<file path="src/rtl/forwarding_hazard_unit.sv">
// ----------------------------------------------------------------------------
// forwarding_hazard_unit
// Control side of the EX-stage operand forwarding muxes in a 5-stage MIPS
// pipeline. Tracks the destination of the instructions in EX, MEM and WB,
// selects the forwarding source for ALU-A / ALU-B, and detects load-use
// hazards.
//
// Ports:
//   Clk, Reset         pipeline clock (rising edge), synchronous active-high reset
//   id_valid           ID stage holds a real instruction
//   id_rs / id_rt      ID source registers, qualified by id_rs_used / id_rt_used
//   id_dest            ID destination register (after RegDst selection)
//   id_reg_write       ID instruction writes the register file
//   id_mem_read        ID instruction is a load
//   flush              squash the instruction entering EX
//   stall              hold PC and IF/ID, bubble into EX (combinational)
//   fwd_a_sel/b_sel    00 regfile, 01 EX/MEM result, 10 MEM/WB result
//   stall_count        (STALL_COUNT_EN only) number of stall cycles, wraps
//
// Build option: define STALL_COUNT_EN to add the stall_count output.
// ----------------------------------------------------------------------------
module forwarding_hazard_unit #(
   parameter int unsigned REG_ADDR_W = 5
) (
   input  logic                  Clk,
   input  logic                  Reset,
   input  logic                  id_valid,
   input  logic [REG_ADDR_W-1:0] id_rs,
   input  logic [REG_ADDR_W-1:0] id_rt,
   input  logic                  id_rs_used,
   input  logic                  id_rt_used,
   input  logic [REG_ADDR_W-1:0] id_dest,
   input  logic                  id_reg_write,
   input  logic                  id_mem_read,
   input  logic                  flush,
   output logic                  stall,
   output logic [1:0]            fwd_a_sel,
   output logic [1:0]            fwd_b_sel
`ifdef STALL_COUNT_EN
   ,
   output logic [31:0]           stall_count
`endif
);

   localparam int unsigned CNT_W = 32;

   // Per-stage tracking entry
   typedef struct packed {
      logic                  valid;
      logic [REG_ADDR_W-1:0] dest;
      logic                  reg_write;
      logic                  mem_read;
   } stage_t;

   // EX additionally remembers which sources its instruction reads
   typedef struct packed {
      stage_t                st;
      logic [REG_ADDR_W-1:0] rs;
      logic [REG_ADDR_W-1:0] rt;
      logic                  rs_used;
      logic                  rt_used;
   } ex_t;

   ex_t    ex_q,  ex_d;
   stage_t mem_q, mem_d;
   stage_t wb_q,  wb_d;

   // Register 0 is hard-wired, so it never counts as a produced value
   function automatic logic is_writer(input stage_t s);
      return s.valid & s.reg_write & (s.dest != '0);
   endfunction

   // MEM holds the youngest result, so it wins over WB. The WB leg is not
   // qualified by the used flag: an unused operand ignores the mux anyway.
   function automatic logic [1:0] sel_for(input logic                  used,
                                          input logic [REG_ADDR_W-1:0] src,
                                          input stage_t                mem,
                                          input stage_t                wb);
      logic [1:0] sel;
      sel = 2'b00;
      if (used && is_writer(mem) && (mem.dest == src)) begin
         sel = 2'b01;
      end else if (is_writer(wb) && (wb.dest == src)) begin
         sel = 2'b10;
      end
      return sel;
   endfunction

   // Load-use detection and forwarding selects
   always_comb begin
      stall     = id_valid & ex_q.st.valid & ex_q.st.mem_read &
                  (ex_q.st.dest != '0) &
                  ((id_rs_used & (id_rs == ex_q.st.dest)) |
                   (id_rt_used & (id_rt == ex_q.st.dest)));
      fwd_a_sel = sel_for(ex_q.rs_used, ex_q.rs, mem_q, wb_q);
      fwd_b_sel = sel_for(ex_q.rt_used, ex_q.rt, mem_q, wb_q);
   end

   // Next-state: MEM/WB always advance; EX takes ID or a bubble
   always_comb begin
      ex_d  = '0;
      mem_d = ex_q.st;
      wb_d  = mem_q;
      if (id_valid && !stall && !flush) begin
         ex_d.st.valid     = 1'b1;
         ex_d.st.dest      = id_dest;
         ex_d.st.reg_write = id_reg_write;
         ex_d.st.mem_read  = id_mem_read;
         ex_d.rs           = id_rs;
         ex_d.rt           = id_rt;
         ex_d.rs_used      = id_rs_used;
         ex_d.rt_used      = id_rt_used;
      end
   end

   // Stage tracking registers
   always_ff @(posedge Clk) begin
      if (Reset) begin
         ex_q  <= '0;
         mem_q <= '0;
         wb_q  <= '0;
      end else begin
         ex_q  <= ex_d;
         mem_q <= mem_d;
         wb_q  <= wb_d;
      end
   end

`ifdef STALL_COUNT_EN
   logic [CNT_W-1:0] stall_count_q, stall_count_d;

   // Free-running stall-cycle counter, wraps naturally
   always_comb begin
      stall_count_d = stall_count_q;
      if (stall) begin
         stall_count_d = stall_count_q + CNT_W'(1);
      end
   end

   always_ff @(posedge Clk) begin
      if (Reset) begin
         stall_count_q <= '0;
      end else begin
         stall_count_q <= stall_count_d;
      end
   end

   assign stall_count = stall_count_q;
`endif

endmodule

</file>
<file path="config.mk">
export PLATFORM = sky130hd
export DESIGN_NAME = forwarding_hazard_unit
export DESIGN_NICKNAME = d
export VERILOG_FILES = /design/src/rtl/forwarding_hazard_unit.sv
export SDC_FILE = /design/constraint.sdc
export NUM_CORES = 1
export LEC_CHECK = 0
export BUFFER_PORTS_ARGS = -buffer_cell sky130_fd_sc_hd__buf_2
export CAP_MARGIN = 40
export CORE_MARGIN = 2
export CORE_UTILIZATION = 57
export CTS_CLUSTER_DIAMETER = 30
export DETAILED_ROUTE_END_ITERATION = 6
export GPL_TIMING_DRIVEN = 0
export PLACE_DENSITY = 0.82
export SKIP_LAST_GASP = 1
export SYNTH_ARGS = -nofsm -noshare
export SYNTH_HDL_FRONTEND = slang
export SYNTH_SLANG_ARGS = --single-unit
</file>
<file path="constraint.sdc">
create_clock -name Clk -period 2.7 [get_ports Clk]
set_input_delay 0.27 -clock Clk [delete_from_list [all_inputs] [get_ports Clk]]
set_output_delay 0.27 -clock Clk [all_outputs]
set_load 0.02 [all_outputs]
</file>
# Word-level counts from Yosys, hierarchy flattened

Cells that the tools add are included.

Add/subtract/negate cells: 0
$mul: 0
Div/mod/pow operators: 0
Order comparisons: 0
Equality and inequality tests: 6
Shift-type cells: 0
Mux-type cells: 5
Bitwise operators: 12
Reductions and logical operators: 14

Operator list:

| operator           | number |
|---|---|
| == test 5 bit      | 6 |
| two-way mux 20 bit | 1 |
| nonzero test 5 bit | 3 |
| bitwise AND 1 bit  | 10 |
| logical AND 1 bit  | 8 |
| two-way mux 2 bit  | 4 |
| logical NOT 1 bit  | 2 |
| OR reduction 2 bit | 1 |
| NOT 1 bit          | 1 |
| OR 1 bit           | 1 |

Flip-flop bits (word level): 34
Bits in latches: 0
Bits in writable memories: 0
ROM bits: 0
Input port bits: 23
Output and inout bits: 5
Word-level logic and storage cells: 51
Memories: 0

# Depth between registers and ports, before layout

Gate-level depths: netlist (run 1).

Word-level depth: 9
Depth in mapped cells: 5
Gate-level depth less buffers: 4

# Worst setup path before layout (run 1)

No wires, ideal clock.

Kind: reg2out
From: reg mem_q[5] (netlist name)
To: out fwd_a_sel[1]
Data arrival time: 1.520 ns
Data required time: 2.430 ns
Path slack: 0.910 ns
Stages on the path, launching flop included: 5
Path through: dfxtp_1 -> or4_1 -> o211ai_2 -> nor3_2 -> nor3_2

Word-level cells in the longest chain between the ends: 5
Elaborated cells on any way between the ends: 6

Ends and longest elaborated chain:

| what                   | line | RTL |
|---|---|---|
| from (decl)            | 65   | `stage_t mem_q, mem_d;` |
| from (signal assigned) | 124  | `mem_q <= mem_d;` |
| nonzero test 5 bit     | 70   | `return s.valid & s.reg_write & (s.dest != '0);` |
| bitwise AND 1 bit      | 70   |  |
| logical AND 1 bit      | 81   | `if (used && is_writer(mem) && (mem.dest == src)) begin` |
| logical AND 1 bit (*)  | 81   |  |
| two-way mux 2 bit (*)  | 81   |  |
| to (decl)              | 37   | `output logic [1:0] fwd_a_sel,` |

Every way passes the cells marked *; elsewhere a longest branch is shown, timed or not.

# Worst setup path after layout (run 1)

Same ends and word-level chain as after synthesis.

==> metrics.txt, run 1 <==
# TYPE chip_impl_metric gauge
chip_impl_info{name="highest_routed_metal_layer",value="met4"} 1
chip_impl_info{name="path_cells",value="or4_1 > o211ai_2 > nor3_2 > nor3_2 > buf_2"} 1
chip_impl_metric{name="layout-drive-gt1-share",unit=""} 0.2246
chip_impl_metric{name="seq_area_frac_synth",unit=""} 0.4735
chip_impl_metric{name="cts.reportedPaths.clkPinSlew",unit="ns"} 0.10
chip_impl_info{name="layout.cells.most_common_list",value="dfxtp_1, buf_2, xnor2_1"} 1
chip_impl_info{name="worstSetupStartpointType",value="flop"} 1
chip_impl_metric{name="max_cap_viol_count",unit=""} 0
chip_impl_metric{name="io_buffers",unit=""} 27
chip_impl_metric{name="layout-area-overhead-vs-synth",unit="%"} 16.45
chip_impl_metric{name="final-setup-viol-count",unit=""} 0
chip_impl_metric{name="drcViolationCount",unit=""} 0
chip_impl_info{name="status",value="finished, final reports clean"} 1
chip_impl_metric{name="clock_tree.buffer_depth",unit=""} 2
chip_impl_metric{name="die_x",unit="um"} 54.22
chip_impl_metric{name="maximum_number_of_pins_on_one_net_before_global_route_repair",unit=""} 12
chip_impl_metric{name="max_freq",unit="MHz"} 457.8
chip_impl_metric{name="floorplan.rows",unit=""} 18
chip_impl_info{name="hold_path_class",value="in2reg"} 1
chip_impl_metric{name="slew_headroom",unit=""} 0.7047
chip_impl_metric{name="timing.setup.tns",unit="ns"} 0
chip_impl_metric{name="top_level_ports",unit=""} 28
chip_impl_info{name="layout_commonest_cell",value="dfxtp_1"} 1
chip_impl_metric{name="average_vias_per_placed_instance",unit=""} 5.152
chip_impl_info{name="critPathTopFamily",value="simple AND/OR/NAND/NOR gates"} 1
chip_impl_metric{name="timing.final.max_slew_violations",unit=""} 0
chip_impl_info{name="worstSetupEndpointType",value="primary output"} 1
chip_impl_info{name="cpMostUsedCell",value="nor3_2"} 1
chip_impl_metric{name="post_cts.repair.setup_buffers",unit=""} 0
chip_impl_metric{name="antenna_found_initial",unit=""} 0
chip_impl_metric{name="ctsResizeCount",unit=""} 0
chip_impl_metric{name="worstMarginPinSlew",unit="ns"} 0.4430
chip_impl_metric{name="final.fill_count",unit=""} 202
chip_impl_metric{name="clock_sink_count",unit=""} 34
chip_impl_metric{name="fp.dieH",unit="um"} 54.22
chip_impl_metric{name="drtAntennaViolNets",unit=""} 0
chip_impl_metric{name="grt_remaining_overflow",unit=""} 0
chip_impl_metric{name="syn-instance-count",unit=""} 152
chip_impl_metric{name="avgSynthCellArea",unit="sq um"} 9.458
chip_impl_metric{name="synthesis.nets",unit=""} 175
chip_impl_metric{name="worstPathMaxFanout",unit=""} 4
chip_impl_info{name="rsz_0062_raised_after_global_routing",value="false"} 1
chip_impl_metric{name="via_count_of_the_first_global_routing_pass",unit=""} 1009
chip_impl_metric{name="number_of_synthesis_warnings",unit=""} 0
chip_impl_metric{name="floorplan.die_area",unit="sq mm"} 0.002940
chip_impl_metric{name="synth.cell_area",unit="sq mm"} 0.001438
chip_impl_metric{name="drt-met1-wl",unit="um"} 1144
chip_impl_metric{name="timing.clock.skew",unit="ns"} 0.001479
chip_impl_info{name="crit_path_top_delay_cell",value="or4_1"} 1
chip_impl_info{name="timing.setup.critical_path_class",value="reg2out"} 1
chip_impl_metric{name="floorplan.core_area",unit="sq mm"} 0.002432
chip_impl_metric{name="p_leak",unit="uW"} 0.0006986
chip_impl_metric{name="power.ir.vdd_worst",unit="V"} 0.0005374
chip_impl_metric{name="final_net_count",unit=""} 209
chip_impl_metric{name="drt-pass1-iter-count",unit=""} 4
chip_impl_metric{name="first_iter_violations",unit=""} 24
chip_impl_metric{name="power.density",unit="mW/mm^2"} 531.9
chip_impl_metric{name="global_route_wire_length_before_repair",unit="um"} 4388
chip_impl_metric{name="cts.hold.buffers_added",unit=""} 0
chip_impl_info{name="cts-root-buf",value="clkbuf_4"} 1
chip_impl_info{name="clock_tree_from_tritoncts",value="built"} 1
chip_impl_metric{name="post_drt_wl_per_cell",unit="um"} 12.74
chip_impl_metric{name="via_count",unit=""} 1118
chip_impl_metric{name="synth.lib_cells_used.distinct",unit=""} 20
chip_impl_metric{name="worstPathArrival",unit="ns"} 1.91
chip_impl_metric{name="place.detailed.hpwl",unit="um"} 2192
chip_impl_metric{name="floorplan.initialDensity",unit=""} 0.5910
chip_impl_metric{name="hold_viol",unit=""} 0
chip_impl_metric{name="cp_slowest_stage_delay",unit="ns"} 0.55
chip_impl_metric{name="finalWirelength",unit="um"} 2765
chip_impl_metric{name="met3_length",unit="um"} 183
chip_impl_metric{name="timing.final.crit_period",unit="ns"} 2.184
chip_impl_metric{name="cp.buffers_inverters",unit=""} 1
chip_impl_metric{name="number_of_diodes_added_for_antenna_fixing",unit=""} 0
chip_impl_metric{name="worst_ep_required_time",unit="ns"} 2.43
chip_impl_metric{name="whs",unit="ns"} 0.1388
chip_impl_metric{name="fin_crit_sh",unit=""} 0.8091
chip_impl_metric{name="tritoncts.num_buffers",unit=""} 5
chip_impl_metric{name="clock_insertion_delay_at_the_later_pin_of_the_skew_report",unit="ns"} 0.33
chip_impl_metric{name="h_tree_depth",unit=""} 2
chip_impl_metric{name="post_synthesis_register_bit_count",unit=""} 34
chip_impl_metric{name="globalplace.congestion",unit=""} 0.8799
chip_impl_metric{name="met2_length",unit="um"} 1384
chip_impl_metric{name="groute.usage.overall",unit=""} 0.2214
-- flip-flops by register name, summed over array words and instances (netlist names) --
signal  flops
mem_q       7
wb_q        7
ex_q       20
-- per-stage QoR --
step / area [sq um] / setup slack [ns] / instances / total power, uW / util
after global routing: 1674 / 0.3899 / 217 / 930.8 / 0.6883
after detailed placement: 1610 / 0.8896 / 209 / 612.4 / 0.6620
final: 1674 / 0.5155 / 217 / 890.4 / 0.6883
after floorplan: 1438 / 0.9100 / 152 / 580.2 / -
after CTS: 1674 / 0.5029 / 217 / 898.0 / 0.6883
after global placement: 1610 / 0.9420 / 209 / 609.3 / 0.6620
-- report_power, final --
group / switching (uW) / internal (uW)
sequential: 10.7 / 512
combinational: 38.9 / 38.9
clock: 164 / 125
total: 214 / 676
-- tightest hold or removal path, cell delays in order --
cell      delay (ns)
buf_2           0.09
inv_1           0.04
a211oi_1        0.03
-- cell type report --
cell class / count / area (sq um) / share of cell area
clock buffer: 6 / 51.30 / 0.03064
multi-input combinational: 104 / 701.9 / 0.4193
tap: 30 / 37.54 / 0.02242
sequential: 34 / 680.7 / 0.4066
buffer: 7 / 28.78 / 0.01719
timing repair buffer: 27 / 135.1 / 0.08072
inverter: 7 / 26.28 / 0.01570
clock inverter: 2 / 12.51 / 0.007474
-- cells by family (layout without fill, tap and decap cells) --
kind of cell / after synthesis / count (layout) / synth area share
AND/OR/NAND/NOR: 50 / 50 / 0.2019
flip-flops: 34 / 34 / 0.4735
XOR/XNOR: 30 / 30 / 0.1828
AO/OA/AOI/OAI: 24 / 24 / 0.1036
buffers and inverters: 14 / 49 / 0.03830
-- worst paths after layout --
path | to | slack (ns) | from | cells after the start
max | fwd_a_sel[1] | 0.52 | mem_q[5] | 5
min | ex_q[18] | 0.14 | id_dest[4] | 3
max reg2reg | ex_q[14] | 1.27 | ex_q[14] | 5
min reg2reg | mem_q[1] | 0.45 | ex_q[13] | 1
-- cells in the mapped netlist (all sizes together) --
cell type	instances	share of area
o211ai	2	0.014
nor3	7	0.038
clkbuf	5	0.013
dfxtp	34	0.47
inv	7	0.018
nand2	5	0.013
nand3	15	0.052
a21oi	14	0.049
xor2	6	0.037
buf	2	0.0070
o22ai	1	0.0044
a211oi	7	0.037
nand4	4	0.017
nor2b	14	0.061
or4	2	0.010
and2	1	0.0044
xnor2	24	0.15
nor2	2	0.0052
-- per-layer routing --
layer / vias to the layer above / track usage
met5: - / 0
met4: 0 / 0.1000
met3: 6 / 0.08197
met2: 42 / 0.3855
met1: 484 / 0.2370
li1: 586 / -
No activity file was read; power rests on OpenSTA's default activity.
==> inputs of run 2 (changes only) <==
--- a/config.mk
+++ b/config.mk
@@ -5,14 +5,15 @@
 export SDC_FILE = /design/constraint.sdc
 export NUM_CORES = 1
 export LEC_CHECK = 0
+export ABC_AREA = 1
 export BUFFER_PORTS_ARGS = -buffer_cell sky130_fd_sc_hd__buf_2
 export CAP_MARGIN = 40
 export CORE_MARGIN = 2
-export CORE_UTILIZATION = 57
+export CORE_UTILIZATION = 48
 export CTS_CLUSTER_DIAMETER = 30
 export DETAILED_ROUTE_END_ITERATION = 6
 export GPL_TIMING_DRIVEN = 0
-export PLACE_DENSITY = 0.82
+export PLACE_DENSITY = 0.74
 export SKIP_LAST_GASP = 1
 export SYNTH_ARGS = -nofsm -noshare
 export SYNTH_HDL_FRONTEND = slang
==> constraint.sdc (replaced) <==
create_clock -name Clk -period 1.8 [get_ports Clk]
set_input_delay 0.18 -clock Clk [delete_from_list [all_inputs] [get_ports Clk]]
set_output_delay 0.18 -clock Clk [all_outputs]
set_load 0.02 [all_outputs]
==> run 2 against run 1 <==
Net effect:
- the flow now finishes with violations (DRC)
- clock power grew 53%
- routed wire length decreased by 4.4%
- via count grew 5.9%
- sequential share of layout area is 0.10 points higher
- synthesized cell count increased by 30%
- sequential power grew 50%
- cell area increased by 0.30%
- register-to-register slack worse by 0.76 ns
- critical endpoint is now stall
- highest routed layer unchanged
==> metrics.txt, run 2 <==
# TYPE chip_impl_metric gauge
chip_impl_metric{name="via_count_of_the_first_global_routing_pass",unit=""} 1067
chip_impl_metric{name="layout.area.seq",unit="sq um"} 684.4
chip_impl_metric{name="final_net_count",unit=""} 255
chip_impl_metric{name="number_of_diodes_added_for_antenna_fixing",unit=""} 0
chip_impl_metric{name="grt_remaining_overflow",unit=""} 0
chip_impl_metric{name="worstMarginPinSlew",unit="ns"} 0.4586
chip_impl_metric{name="floorplan.rows",unit=""} 19
chip_impl_metric{name="antenna_found_initial",unit=""} 0
chip_impl_metric{name="synthArstFlopShare",unit=""} 0
chip_impl_metric{name="cts.reportedPaths.clkPinSlew",unit="ns"} 0.10
chip_impl_metric{name="p_leak",unit="uW"} 0.0009880
chip_impl_info{name="registers.top_by_ff_count",value="ex_q"} 1
chip_impl_info{name="synth_flop_cell",value="dfxtp_1"} 1
chip_impl_metric{name="seq_area_frac_synth",unit=""} 0.4722
chip_impl_metric{name="floorplan.die_area",unit="sq mm"} 0.003457
chip_impl_metric{name="post_synthesis_register_bit_count",unit=""} 34
chip_impl_metric{name="layout-drive-gt1-share",unit=""} 0.1888
chip_impl_info{name="layout.cells.most_common_list",value="nor2_1, inv_1, nand2_1, dfxtp_1, buf_2"} 1
chip_impl_metric{name="synth.lib_cells_used.distinct",unit=""} 16
chip_impl_info{name="yosys.cell_count.top_type",value="nor2_1"} 1
chip_impl_metric{name="maximum_number_of_pins_on_one_net_before_global_route_repair",unit=""} 11
chip_impl_info{name="largest_registers_in_the_final_layout",value="ex_q (20), mem_q (7), wb_q (7)"} 1
chip_impl_metric{name="number_of_synthesis_warnings",unit=""} 0
chip_impl_metric{name="timing.final.max_slew_violations",unit=""} 0
chip_impl_metric{name="synthesis.nets",unit=""} 221
chip_impl_metric{name="syn-instance-count",unit=""} 198
chip_impl_metric{name="h_tree_depth",unit=""} 2
chip_impl_metric{name="die_x",unit="um"} 58.80
chip_impl_info{name="worstSetupStartpointType",value="flop"} 1
chip_impl_metric{name="via_count",unit=""} 1184
chip_impl_metric{name="yosysTopAreaCellShare",unit=""} 0.4722
chip_impl_metric{name="multiInputGateArea",unit="sq um"} 591.8
chip_impl_metric{name="power.density",unit="mW/mm^2"} 794.5
chip_impl_metric{name="average_vias_per_placed_instance",unit=""} 4.485
chip_impl_metric{name="max_cap_viol_count",unit=""} 0
chip_impl_metric{name="post_drt_wl_per_cell",unit="um"} 10.01
chip_impl_metric{name="global_route_wire_length_before_repair",unit="um"} 4443
chip_impl_metric{name="max_freq",unit="MHz"} 614.8
chip_impl_metric{name="finalWirelength",unit="um"} 2643
chip_impl_info{name="timing.hold.worst.start",value="id_dest[2]"} 1
chip_impl_metric{name="layout-area-overhead-vs-synth",unit="%"} 16.49
chip_impl_info{name="top_cell_types_by_occurrence_after_synthesis",value="nor2_1, inv_1, dfxtp_1"} 1
chip_impl_metric{name="place.detailed.hpwl",unit="um"} 2078
chip_impl_metric{name="globalplace.congestion",unit=""} 0.8573
chip_impl_metric{name="worstPathArrival",unit="ns"} 1.45
chip_impl_metric{name="final.fill_count",unit=""} 274
chip_impl_metric{name="largest_reg_flops",unit=""} 20
chip_impl_info{name="hold_path_class",value="in2reg"} 1
chip_impl_metric{name="util_after_layout",unit=""} 0.5986
chip_impl_metric{name="floorplan.initialDensity",unit=""} 0.5138
chip_impl_metric{name="dpl.cell_count",unit=""} 256
chip_impl_metric{name="tritoncts.num_buffers",unit=""} 5
chip_impl_metric{name="clock_sink_count",unit=""} 34
chip_impl_info{name="violations",value="DRC"} 1
chip_impl_metric{name="groute.usage.overall",unit=""} 0.1769
chip_impl_info{name="layout_commonest_cell",value="nor2_1"} 1
chip_impl_metric{name="fin_crit_sh",unit=""} 0.9036
chip_impl_info{name="timing.rr.start",value="ex_q[16]"} 1
chip_impl_metric{name="worst_ep_required_time",unit="ns"} 1.62
chip_impl_metric{name="drtAntennaViolNets",unit=""} 0
chip_impl_metric{name="synth-edff-count",unit=""} 0
chip_impl_metric{name="floorplan.core_area",unit="sq mm"} 0.002805
chip_impl_metric{name="clock_insertion_delay_at_the_later_pin_of_the_skew_report",unit="ns"} 0.34
chip_impl_metric{name="fp.dieH",unit="um"} 58.80
chip_impl_metric{name="whs",unit="ns"} 0.02684
chip_impl_info{name="cts-root-buf",value="clkbuf_4"} 1
chip_impl_info{name="worstSetupEndpointType",value="primary output"} 1
chip_impl_info{name="cp-startpoint",value="ex_q[16]"} 1
chip_impl_metric{name="finalNonFillerCells",unit=""} 264
chip_impl_metric{name="synth.cell_area",unit="sq mm"} 0.001441
chip_impl_info{name="synth.largest_area_cell",value="dfxtp_1"} 1
chip_impl_metric{name="timing.setup.tns",unit="ns"} 0
chip_impl_info{name="rsz_0062_raised_after_global_routing",value="false"} 1
chip_impl_metric{name="drt-pass1-iter-count",unit=""} 6
chip_impl_info{name="timing.setup.critical_path_class",value="reg2out"} 1
chip_impl_metric{name="final-setup-viol-count",unit=""} 0
chip_impl_metric{name="slew_headroom",unit=""} 0.6943
chip_impl_metric{name="power.ir.vdd_worst",unit="V"} 0.0005136
chip_impl_metric{name="timing.final.crit_period",unit="ns"} 1.626
chip_impl_metric{name="first_iter_violations",unit=""} 28
chip_impl_info{name="top_post_synthesis_cells_by_area",value="dfxtp_1, nor2_1, xor2_1"} 1
chip_impl_info{name="status",value="finished, violations left"} 1
chip_impl_metric{name="avgSynthCellArea",unit="sq um"} 7.280
chip_impl_metric{name="hold_viol",unit=""} 0
chip_impl_metric{name="drcViolationCount",unit=""} 1
chip_impl_metric{name="io_buffers",unit=""} 27
chip_impl_info{name="clock_tree_from_tritoncts",value="built"} 1
chip_impl_metric{name="top_level_ports",unit=""} 28
chip_impl_metric{name="worstPathMaxFanout",unit=""} 4
chip_impl_metric{name="clock_tree.buffer_depth",unit=""} 2
chip_impl_metric{name="timing.clock.skew",unit="ns"} 0.01291
-- run 2: cell count changes after synthesis, moves of 4 or more --
cell	delta
xnor2_1	-23
nand3_1	-7
nor3_2	-4
nor2b_1	-14
a21oi_1	-13
nor2_1	+50
clkbuf_1	-4
a211oi_1	-7
xor2_1	+12
nand2_1	+26
inv_1	+30
-- run 2: what timing repair did --
| action | 4_1_cts | 5_1_grt |
|---|---|---|
| endpoints found under the setup margin | 0 | 1 |
| resized for setup | 0 | 3 |
| hold buffers | 0 | 0 |
| setup buffers | 0 | 0 |
-- run 2: final cells by class --
| type | instances | share of cell area |
|---|---|---|
| tap | 31 | 0.02310 |
| sequential | 34 | 0.4076 |
| inverter | 38 | 0.08495 |
| timing repair buffer | 27 | 0.08048 |
| buffer | 3 | 0.01565 |
| clock buffer | 7 | 0.03279 |
| multi-input combinational | 123 | 0.3525 |
| clock inverter | 1 | 0.002981 |
-- run 2: routing by layer --
layer / GRT usage / routed length (um) / vias up
met5: 0 / 0 / -
met4: 0.06818 / 40 / 0
met1: 0.1972 / 1173 / 505
li1: - / - / 645
met3: 0.06593 / 156 / 3
met2: 0.3048 / 1272 / 31
-- run 2: kinds of logic after synthesis --
| group | share of synthesized area |
|---|---|
| AOI/OAI and AO/OA | 0.006938 |
| buffers and inverters | 0.1172 |
| xor gates and xnor gates | 0.1155 |
| DFF | 0.4722 |
| and+or+nand+nor | 0.2882 |
-- run 2: path summary, 6_finish.rpt --
check | end | slack [ns] | cells after the start
worst min-delay path | ex_q[16] | 0.03 | 3
worst max register to register | ex_q[4] | 0.51 | 10
worst max-delay path | stall | 0.17 | 9
worst min register to register | mem_q[1] | 0.41 | 2
-- run 2: power by group --
part | internal [uW] | switching (uW) | leakage [uW]
clock network | 189 | 253 | 0.0000353
logic | 50.4 | 59.7 | 0.000675
registers | 769 | 13.2 | 0.000277
total | 1010 | 326 | 0.000988
-- run 2: worst max-delay path, cell delays in order, from the launching register on --
cell and delay, ns:
dfxtp_2 0.36, inv_1 0.09, nand2_1 0.07, nand2_1 0.05
nor2_1 0.11, nand3_1 0.08, nand2_1 0.09, nand2_2 0.06
inv_1 0.05, buf_2 0.15
-- run 2: through the flow --
stage / area, sq um / total power, uW / setup WS [ns]
5_1_grt: 1679 / 1385 / 0.03102
4_1_cts: 1675 / 1336 / 0.1186
3_5_place_dp: 1615 / 910.2 / 0.4927
2_1_floorplan: 1441 / 865.4 / 0.4507
3_3_place_gp: 1615 / 907.3 / 0.5079
6_report: 1679 / 1334 / 0.1735
==> inputs of run 3 (changes only) <==
--- a/config.mk
+++ b/config.mk
@@ -9,11 +9,11 @@
 export BUFFER_PORTS_ARGS = -buffer_cell sky130_fd_sc_hd__buf_2
 export CAP_MARGIN = 40
 export CORE_MARGIN = 2
-export CORE_UTILIZATION = 48
+export CORE_UTILIZATION = 57
 export CTS_CLUSTER_DIAMETER = 30
 export DETAILED_ROUTE_END_ITERATION = 6
 export GPL_TIMING_DRIVEN = 0
-export PLACE_DENSITY = 0.74
+export PLACE_DENSITY = 0.82
 export SKIP_LAST_GASP = 1
 export SYNTH_ARGS = -nofsm -noshare
 export SYNTH_HDL_FRONTEND = slang
==> constraint.sdc (replaced) <==
create_clock -name Clk -period 1.9 [get_ports Clk]
set_input_delay 0.19 -clock Clk [delete_from_list [all_inputs] [get_ports Clk]]
set_output_delay 0.19 -clock Clk [all_outputs]
set_load 0.02 [all_outputs]
==> run 3 against run 2 <==
Net effect:
- the run now ends clean
- critical path depth did not move
- core utilization rose by 9.1 points
- hold slack improved by 0.020 ns
- register-to-register slack improved by 0.07 ns
- non-clock buffer count did not move
- sequential cell count did not move
- cell area barely moved
- worst setup slack improved by 0.054 ns
- sequential share of layout area fell by 0.19 points
==> metrics.txt, run 3 (same netlist as run 2, synthesis figures left out) <==
# TYPE chip_impl_metric gauge
chip_impl_metric{name="groute.usage.overall",unit=""} 0.2051
chip_impl_metric{name="timing.clock.skew",unit="ns"} 0.004906
chip_impl_metric{name="cts.hold.buffers_added",unit=""} 0
chip_impl_info{name="layout.cells.most_common_list",value="nor2_1, inv_1, dfxtp_1"} 1
chip_impl_metric{name="max_freq",unit="MHz"} 598.0
chip_impl_metric{name="via_count",unit=""} 1179
chip_impl_info{name="crit_path_top_delay_cell",value="dfxtp_1"} 1
chip_impl_metric{name="h_tree_depth",unit=""} 2
chip_impl_info{name="timing.setup.critical_path_class",value="reg2out"} 1
chip_impl_info{name="layout_commonest_cell",value="nor2_1"} 1
chip_impl_metric{name="global_route.usage.met1",unit=""} 0.2056
chip_impl_metric{name="worstPathMaxFanout",unit=""} 4
chip_impl_metric{name="place.detailed.hpwl",unit="um"} 2031
chip_impl_metric{name="fp.dieH",unit="um"} 54.29
chip_impl_metric{name="antenna_found_initial",unit=""} 0
chip_impl_metric{name="worstPathArrival",unit="ns"} 1.48
chip_impl_metric{name="drt-pass1-iter-count",unit=""} 4
chip_impl_metric{name="global_route.usage.met3",unit=""} 0.09016
chip_impl_metric{name="post_cts.repair.setup_buffers",unit=""} 0
chip_impl_info{name="clock_tree_from_tritoncts",value="built"} 1
chip_impl_metric{name="tritoncts.num_buffers",unit=""} 5
chip_impl_metric{name="first_iter_violations",unit=""} 33
chip_impl_metric{name="max_cap_viol_count",unit=""} 0
chip_impl_metric{name="power.density",unit="mW/mm^2"} 754.6
chip_impl_metric{name="cp_slowest_stage_delay",unit="ns"} 0.37
chip_impl_metric{name="post_drt_wl_per_cell",unit="um"} 9.825
chip_impl_metric{name="grt_remaining_overflow",unit=""} 0
chip_impl_metric{name="floorplan.initialDensity",unit=""} 0.5926
chip_impl_metric{name="number_of_diodes_added_for_antenna_fixing",unit=""} 0
chip_impl_metric{name="worst_ep_required_time",unit="ns"} 1.71
chip_impl_metric{name="largest_reg_flops",unit=""} 20
chip_impl_info{name="cts-root-buf",value="clkbuf_4"} 1
chip_impl_metric{name="preCtsSetupSlack",unit="ns"} 0.5972
chip_impl_info{name="largest_registers_in_the_final_layout",value="ex_q (20), mem_q (7), wb_q (7)"} 1
chip_impl_metric{name="grtUsageMet2",unit=""} 0.3594
chip_impl_metric{name="hold_viol",unit=""} 0
chip_impl_metric{name="fin_crit_sh",unit=""} 0.8801
chip_impl_metric{name="die_x",unit="um"} 54.29
chip_impl_metric{name="ctsResizeCount",unit=""} 0
chip_impl_metric{name="top_level_ports",unit=""} 28
chip_impl_info{name="cpMostUsedCell",value="nand2_1"} 1
chip_impl_metric{name="final_net_count",unit=""} 255
chip_impl_metric{name="timing.final.max_slew_violations",unit=""} 0
chip_impl_metric{name="via_count_of_the_first_global_routing_pass",unit=""} 1032
chip_impl_metric{name="clock_tree.buffer_depth",unit=""} 2
chip_impl_metric{name="layout-area-overhead-vs-synth",unit="%"} 16.41
chip_impl_info{name="registers.top_by_ff_count",value="ex_q"} 1
chip_impl_info{name="path_cells",value="inv_1 > nand2_1 > nand2_1 > nor2_1 > nand3_1 > nand2_1 > nand2_2 > inv_1 > buf_2"} 1
chip_impl_metric{name="finalWirelength",unit="um"} 2584
chip_impl_metric{name="clock_insertion_delay_at_the_later_pin_of_the_skew_report",unit="ns"} 0.34
chip_impl_info{name="rsz_0062_raised_after_global_routing",value="false"} 1
chip_impl_info{name="worstSetupEndpointType",value="primary output"} 1
chip_impl_metric{name="io_buffers",unit=""} 27
chip_impl_info{name="worstSetupStartpointType",value="flop"} 1
chip_impl_info{name="grt_busiest_layer",value="met2"} 1
chip_impl_metric{name="final.fill_count",unit=""} 207
chip_impl_metric{name="globalplace.congestion",unit=""} 0.8280
chip_impl_metric{name="power.ir.vdd_worst",unit="V"} 0.0006302
chip_impl_metric{name="drtAntennaViolNets",unit=""} 0
chip_impl_metric{name="final.setup.worst_slack",unit="ns"} 0.2279
chip_impl_metric{name="maximum_number_of_pins_on_one_net_before_global_route_repair",unit=""} 12
chip_impl_metric{name="global_route_wire_length_before_repair",unit="um"} 4043
chip_impl_metric{name="slew_headroom",unit=""} 0.7121
chip_impl_metric{name="timing.setup.tns",unit="ns"} 0
chip_impl_metric{name="floorplan.die_area",unit="sq mm"} 0.002947
chip_impl_metric{name="clock_sink_count",unit=""} 34
chip_impl_metric{name="drcViolationCount",unit=""} 0
chip_impl_metric{name="p_leak",unit="uW"} 0.0009856
chip_impl_metric{name="layout-drive-gt1-share",unit=""} 0.1803
chip_impl_info{name="hold_path_class",value="in2reg"} 1
chip_impl_metric{name="timing.final.crit_period",unit="ns"} 1.672
chip_impl_info{name="critPathTopFamily",value="simple AND/OR/NAND/NOR gates"} 1
chip_impl_metric{name="cts.reportedPaths.clkPinSlew",unit="ns"} 0.10
chip_impl_metric{name="final-setup-viol-count",unit=""} 0
chip_impl_metric{name="worstMarginPinSlew",unit="ns"} 0.4319
chip_impl_metric{name="cp.buffers_inverters",unit=""} 3
chip_impl_metric{name="floorplan.core_area",unit="sq mm"} 0.002432
chip_impl_metric{name="average_vias_per_placed_instance",unit=""} 4.483
chip_impl_metric{name="whs",unit="ns"} 0.04644
chip_impl_metric{name="floorplan.rows",unit=""} 18
chip_impl_info{name="status",value="finished, final reports clean"} 1
## run 3: metal layers
layer,part of all wire,vias up
met1,0.43,504
li1,-,644
met3,0.053,5
met2,0.50,26
met4,0.017,0
met5,0,-
## run 3: tightest hold or removal path: stages
cell and delay, ns:
buf_2 0.09, inv_1 0.04, nor2_1 0.03
## run 3: worst paths after layout
check	slack (ns)	cells past startpoint	start	to
setup / recovery	0.23	9	ex_q[18]	stall
setup reg to reg	0.58	10	ex_q[18]	ex_q[3]
hold reg to reg	0.41	2	ex_q[13]	mem_q[1]
hold / removal	0.05	3	id_reg_write	ex_q[13]
## run 3: where the power goes
part | internal [uW] | total [uW] | leakage [uW] | switching (uW)
registers | 728 | 741 | 0.000276 | 12.4
logic | 47.7 | 105 | 0.000675 | 56.9
clock network | 178 | 421 | 0.0000343 | 243
## run 3: stage by stage
stage	area [sq um]	power, uW	cells	util
detailed placement	1614	861.3	255	0.6636
finish	1678	1266	263	0.6898
floorplan	1441	819.8	198	-
global route	1678	1323	263	0.6898
CTS	1678	1280	263	0.6898
global placement	1614	858.9	255	0.6636
## run 3: layout make-up
type	instances	area, sq um	share of cell area
Sequential cell	34	680.7	0.4057
Multi-Input combinational cell	123	591.8	0.3527
Inverter	38	142.6	0.08501
Timing Repair Buffer	27	135.1	0.08054
Clock buffer	6	51.30	0.03057
Tap cell	30	37.54	0.02237
Buffer	3	26.28	0.01566
Clock inverter	2	12.51	0.007457
